===== config.mk =====
export PLATFORM = sky130hd
export DESIGN_NAME = mem_bus_arbiter
export DESIGN_NICKNAME = d
export VERILOG_FILES = /design/src/rtl/mem_bus_arbiter.sv
export SDC_FILE = /design/constraint.sdc
export NUM_CORES = 1
export LEC_CHECK = 0
export ABC_AREA = 1
export BUFFER_PORTS_ARGS = -buffer_cell sky130_fd_sc_hd__clkbuf_2
export CAP_MARGIN = 25
export CORE_ASPECT_RATIO = 1.5
export CORE_UTILIZATION = 37
export CTS_CLUSTER_SIZE = 24
export DETAILED_ROUTE_END_ITERATION = 7
export HOLD_SLACK_MARGIN = 0.03
export PLACE_DENSITY_LB_ADDON = 0.05
export SYNTH_ARGS = -nofsm -noshare
export SYNTH_HDL_FRONTEND = slang
export SYNTH_SLANG_ARGS = --single-unit

===== constraint.sdc =====
create_clock -name clk_in -period 3.9 [get_ports clk_in]
set_clock_uncertainty 0.15 [all_clocks]
set_input_delay 0.39 -clock clk_in [delete_from_list [all_inputs] [get_ports clk_in]]
set_output_delay 0.39 -clock clk_in [all_outputs]
set_load 0.02 [all_outputs]

===== src/rtl/mem_bus_arbiter.sv =====
// Two-master arbiter for a single synchronous 64K x 8 memory port.
// Fixed priority to M0, starvation guard and optional burst lock for M1.
module mem_bus_arbiter #(
  parameter int unsigned STARVE_LIMIT = 8,
  parameter int unsigned MAX_LOCK     = 16
) (
  input  logic        clk_in,
  input  logic        reset,
  input  logic        req_0,
  input  logic        write_0,
  input  logic [15:0] addr_0,
  input  logic [7:0]  wdata_0,
  output logic        gnt_0,
  output logic        ack_0,
  output logic [7:0]  rdata_0,
  input  logic        req_1,
  input  logic        write_1,
  input  logic [15:0] addr_1,
  input  logic [7:0]  wdata_1,
  output logic        gnt_1,
  output logic        ack_1,
  output logic [7:0]  rdata_1,
  input  logic        lock_1,
  output logic [15:0] mem_addr,
  output logic [7:0]  mem_wdata,
  output logic        mem_write,
  input  logic [7:0]  mem_rdata
);

  localparam int unsigned SW = (STARVE_LIMIT > 0) ? $clog2(STARVE_LIMIT + 1) : 1;
  localparam int unsigned LW = (MAX_LOCK > 2) ? $clog2(MAX_LOCK) : 1;
  localparam logic [SW-1:0] STARVE_MAX = SW'(STARVE_LIMIT);
  localparam logic [LW-1:0] LOCK_LIM   = LW'((MAX_LOCK == 0) ? 0 : MAX_LOCK - 1);
  localparam logic          LOCK_EN    = (MAX_LOCK != 0);

  typedef enum logic [1:0] {IDLE, OWN0, OWN1} state_e;

  state_e        state_q, state_d;
  logic [SW-1:0] starve_q, starve_d;
  logic [LW-1:0] lock_q, lock_d;
  logic          gnt_0_q, gnt_1_q;
  logic          ack_0_q, ack_1_q;
  logic          rd_ack_0_q, rd_ack_1_q;
  logic          wr_q;
  logic [7:0]    rdata_0_q, rdata_1_q;
  logic          force_1, keep_1;

  // Arbitration and counter next-state
  always_comb begin
    force_1  = req_1 && (starve_q == STARVE_MAX);
    keep_1   = (state_q == OWN1) && req_1 && lock_1 && LOCK_EN && (lock_q < LOCK_LIM);
    state_d  = IDLE;
    starve_d = '0;
    lock_d   = '0;
    if (force_1 || keep_1) state_d = OWN1;
    else if (req_0)        state_d = OWN0;
    else if (req_1)        state_d = OWN1;
    if (req_1 && (state_d != OWN1)) begin
      starve_d = (starve_q == STARVE_MAX) ? starve_q : starve_q + 1'b1;
    end
    if (keep_1) lock_d = lock_q + 1'b1;
  end

  // Read data shows mem_rdata during a read ack, then holds until the next read ack
  assign rdata_0 = rd_ack_0_q ? mem_rdata : rdata_0_q;
  assign rdata_1 = rd_ack_1_q ? mem_rdata : rdata_1_q;

  always_ff @(posedge clk_in or posedge reset) begin
    if (reset) begin
      state_q    <= IDLE;
      starve_q   <= '0;
      lock_q     <= '0;
      gnt_0_q    <= 1'b0;
      gnt_1_q    <= 1'b0;
      ack_0_q    <= 1'b0;
      ack_1_q    <= 1'b0;
      rd_ack_0_q <= 1'b0;
      rd_ack_1_q <= 1'b0;
      wr_q       <= 1'b0;
      rdata_0_q  <= 8'h00;
      rdata_1_q  <= 8'h00;
    end else begin
      state_q    <= state_d;
      starve_q   <= starve_d;
      lock_q     <= lock_d;
      gnt_0_q    <= (state_d == OWN0);
      gnt_1_q    <= (state_d == OWN1);
      // Direction is captured at the grant edge, while the request is still stable
      wr_q       <= ((state_d == OWN0) && write_0) || ((state_d == OWN1) && write_1);
      ack_0_q    <= gnt_0_q;
      ack_1_q    <= gnt_1_q;
      rd_ack_0_q <= gnt_0_q && !wr_q;
      rd_ack_1_q <= gnt_1_q && !wr_q;
      rdata_0_q  <= rdata_0;
      rdata_1_q  <= rdata_1;
    end
  end

  assign gnt_0 = gnt_0_q;
  assign gnt_1 = gnt_1_q;
  assign ack_0 = ack_0_q;
  assign ack_1 = ack_1_q;

  // Memory port mux follows the current owner
  always_comb begin
    mem_addr  = 16'h0000;
    mem_wdata = 8'h00;
    mem_write = 1'b0;
    if (state_q == OWN0) begin
      mem_addr  = addr_0;
      mem_wdata = wdata_0;
      mem_write = write_0;
    end else if (state_q == OWN1) begin
      mem_addr  = addr_1;
      mem_wdata = wdata_1;
      mem_write = write_1;
    end
  end

endmodule

# Yosys cells after proc, flatten, opt, wreduce, memory -nomap -nowiden
# Cells that the tools add are included.
[op_classes]
add_sub_neg = 2
n_lt_le_gt_ge = 1
n_eq_ne = 7
n_mux = 14
reduce_logical = 12
[op_table]
columns = ["cell", "n"]
rows = [
  ["16-bit 2-to-1 mux", 2],
  ["8-bit 2-to-1 mux", 4],
  ["4-bit 2-to-1 mux", 3],
  ["1-bit logical AND", 9],
  ["4-bit by 1-bit adder with 4-bit output, second input constant", 2],
  ["2-bit 2-to-1 mux", 3],
  ["2-bit by 1-bit equality test with 1-bit output, second input constant", 2],
  ["2-bit equality test, second input constant", 2],
  ["4-bit equality test, second input constant", 1],
  ["4-bit less-than comparator, second input constant", 1],
  ["2-bit != test, second input constant", 2],
  ["1-bit logical OR", 2],
  ["1-bit 2-to-1 mux", 2],
  ["1-bit logical NOT", 1],
]
[word_totals]
regBits = 33
inputBits = 63
out_inout_bits = 45
word_cells = 48

# Depth between registers and ports, before layout
[logic_depth]
ltp_word = 9
mapped_depth = 6
mapped_depth_nobuf = 6

# Least setup slack after synthesis
# OpenSTA, ideal clock, no wires.
[synth_path]
kind = "reg-to-output"
start = "register state_q[0]"
end = "output port mem_addr[0]"
arrival_time_ns = 0.999
slack_ns = 2.361
path_stages_with_launch = 6
n_path_buf = 2
cell_sequence = "dfrtp_1 > buf_6 > nor2_8 > buf_4 > nand2_1 > nand2_1"
[synth_between]
elab_chain_len = 3
elab_cells_between_ends = 4
[synth_lines]
columns = ["item", "line_no", "rtl"]
rows = [
  ["start: declaration", "38", "state_e state_q, state_d;"],
  ["start signal: assignment", "83", "state_q <= state_d;"],
  ["2-bit equality test", "113", "end else if (state_q == OWN1) begin"],
  ["16-bit 2-to-1 mux", "113", ""],
  ["16-bit 2-to-1 mux (*)", "109", "if (state_q == OWN0) begin"],
  ["end: declaration", "24", "output logic [15:0] mem_addr,"],
]
# Every way passes the cells marked *; elsewhere a longest branch is shown, timed or not.

# Worst setup path in the final report
[layout_path]
start = "register state_q[0]"
end = "output port mem_wdata[7]"
[layout_between]
elab_chain_len = 3
elab_cells_between_ends = 4
[layout_lines]
columns = ["item", "line_no", "rtl"]
rows = [
  ["2-bit equality test", "113", ""],
  ["8-bit 2-to-1 mux", "113", ""],
  ["8-bit 2-to-1 mux (*)", "109", ""],
  ["end: declaration", "25", "output logic [7:0] mem_wdata,"],
]
# Marks and branches as above.

==> impl_metrics.toml <==
[outcome]
status = "complete, no violations"

[clock_tree]
clock-sinks = 33
clk-insertion-delay-late_ns = 0.28
cts_post_setup_buffers_inserted = 0
htreeDepth = 2
cts_tree = "built"
ctsLongestPathBuffers = 2
number_of_gates_resized_after_cts = 0
post_cts_hold_buffer_count = 1
cts_root_buf = "clkbuf_8"
path_clk_slew_ns = 0.06
numCtsBuffers = 5

[placed_design]
placed_area_um2 = 2190
port-buffer-count = 107
place.detailed.hpwl_mm = 3.25
finalWeightedCongestion = 0.781

[floorplan]
die-area_um2 = 4710
die_w_um = 56.4
top_level_ports = 108
die_y_um = 83.6
placeableCoreArea_um2 = 4250
row_count = 29
initial_core_util_pct = 38.7

[global_route]
gr-total-overflow = 0
first_global_vias = 1471
global_route.usage.total_pct = 18.2
antenna_found_initial = 0
maximum_number_of_pins_on_one_net_before_global_route_repair = 27
wire_length_of_the_first_global_routing_pass_mm = 6.68

[setup_path]
crit_path_start_kind = "flop"
setup_crit_path_kind = "reg2out"
worst_path_maximum_fanout = 26
timing.critical_path.required_ns = 3.36
worst_endpoint_data_arrival_time_ns = 1.87
cp-end-kind = "primary output"

[layout]
final_net_count = 352
finalInstanceArea_um2 = 2320
postLayoutCoreUtil_pct = 54.6
final_layout_size_suffix_gt1_share_pct = 47.7
mostFrequentLayoutCells = "107 x clkbuf_2, 56 x nand2_1, 33 x dfrtp_1"
most_common_library_cell_in_the_layout_ignoring_fill_and_taps = "clkbuf_2"
areaGrowthSynthToFinish_pct = 41.1
antenna_cells_inserted = 0

[timing]
drv_slew = 0
worstMarginPinSlew_ns = 0.927
setup_repair_after_global_routing_missed_its_margin = "false"
timing.final.crit_share_pct = 61.7
finalSetupViolCount = 0
setup-tns-final_ns = 0
maxClockFrequency_ghz = 0.416
finalHoldWorstSlack_ns = 0.211
final.min_clock_period_ns = 2.41
timing.max_slew.rel_slack_pct = 38.2
number_of_hold_violations_in_the_final_report = 0

[pwr]
pwr_density_cell_nw_per_um2 = 424
power.leakage_nw = 1.34
vdd_ir_drop_max_mv = 0.345
p_total_mw = 0.983

[routing]
initialDrtViolationCount = 103
drtAntennaViolNets = 0
drt_drc_violations_left = 0
detail_route.vias_per_cell = 4.76
totalWireLength_mm = 4.07
drt_pre_antenna_iters = 4
via_count = 1586
avgRoutedWirePerCell_um = 12.2

[logic_synthesis]
synthesis.area_per_instance_um2 = 9.17
synth_seq_cells = 33
synth_edf_count = 0
synth.distinct_cells = 19
synth.yosys.seq_area_share_pct = 50.3
synthArstFlopShare_pct = 100
ys_dominant_reg_cell = "dfrtp_1"
synth.top_cell.area_share_pct = 50.3
netlist_area_um2 = 1640
syn-instance-count = 179
mappedNetlistNets = 245
ys.warnings.count = 0
yosys-top-cells-area = "dfrtp_1 50%, nand2_1 13%, mux2_2 11%"
synth_largest_area_cell = "dfrtp_1"

[min_path]
timing.hold.worst.class = "in2reg"

[flow_run]
maxCapViolCount = 0
## worst max-delay path, stage by stage (launching register included)
cell	delay (ns)
dfrtp_1	0.72
nor2_8	0.48
nand2_1	0.09
nand2_1	0.11
clkbuf_2	0.18
## synth_stat cells, types with 2 or more instances
| cell type | count |
|---|---|
| ha_1 | 3 |
| nand2_1 | 56 |
| nand4_1 | 3 |
| inv_1 | 10 |
| nand3_1 | 29 |
| xnor2_1 | 2 |
| nor2_1 | 11 |
| buf_2 | 6 |
| dfrtp_1 | 33 |
| mux2_2 | 16 |
| buf_4 | 2 |
## report_power, final
part           switching, mW  internal, mW  total (mW)
registers             0.0204         0.382       0.402
clock network          0.120         0.208       0.328
logic                  0.152         0.102       0.254
## metrics by stage
| step | setup WS (ns) | std cells |
|---|---|---|
| after detailed placement | 1.78 | 324 |
| final | 1.49 | 333 |
| after floorplan | 2.36 | 179 |
| after CTS | 1.47 | 333 |
| after global placement | 1.79 | 324 |
| after global routing | 1.35 | 333 |
## path summary, 6_finish.rpt
kind | startpoint | to | slack [ns] | cells past startpoint
worst min-delay path | write_1 | wr_q | 0.21 | 3
worst max-delay path | state_q[0] | mem_wdata[7] | 1.49 | 4
min in group asynchronous | reset | rdata_0_q[1] | 0.57 | 3
worst min register to register | gnt_0 | ack_0 | 0.26 | 0
worst max register to register | state_q[0] | starve_q[3] | 1.99 | 4
max in group asynchronous | reset | lock_q[2] | 2.38 | 4
## state kept, by name, summed over array words and instances (netlist names)
name / count
ack_0: 1
ack_1: 1
gnt_0: 1
gnt_1: 1
lock_q: 4
rd_ack_0_q: 1
rd_ack_1_q: 1
rdata_0_q: 8
rdata_1_q: 8
starve_q: 4
state_q: 2
wr_q: 1
## logic make-up after synthesis
group	count (synthesis)	synth area share (%)
compound gates	1	0.305
simple gates	103	28.6
buf+inv	20	5.94
xor+xnor	3	1.60
mux	16	11.0
flops	33	50.3
fa+ha+maj	3	2.29
## per-layer routing
metal  part of all wire, %  vias up  GRT usage (%)  wire [µm]
met2                    51       85           33.0       2070
met5                     0        -              0          0
li1                      -      790              -          -
met4                   1.6        0           6.65         65
met3                   9.1        6           4.96        370
met1                    39      705           19.8       1570
## layout make-up
type | count | area (µm²)
Clock buffer | 6 | 82.6
Clock inverter | 2 | 37.5
Fill cell | 418 | 1930
Inverter | 11 | 41.3
Multi-Input combinational cell | 126 | 718
Sequential cell | 33 | 826
Tap cell | 46 | 57.6
Timing Repair Buffer | 109 | 553
No activity file was read; power rests on OpenSTA's default activity.
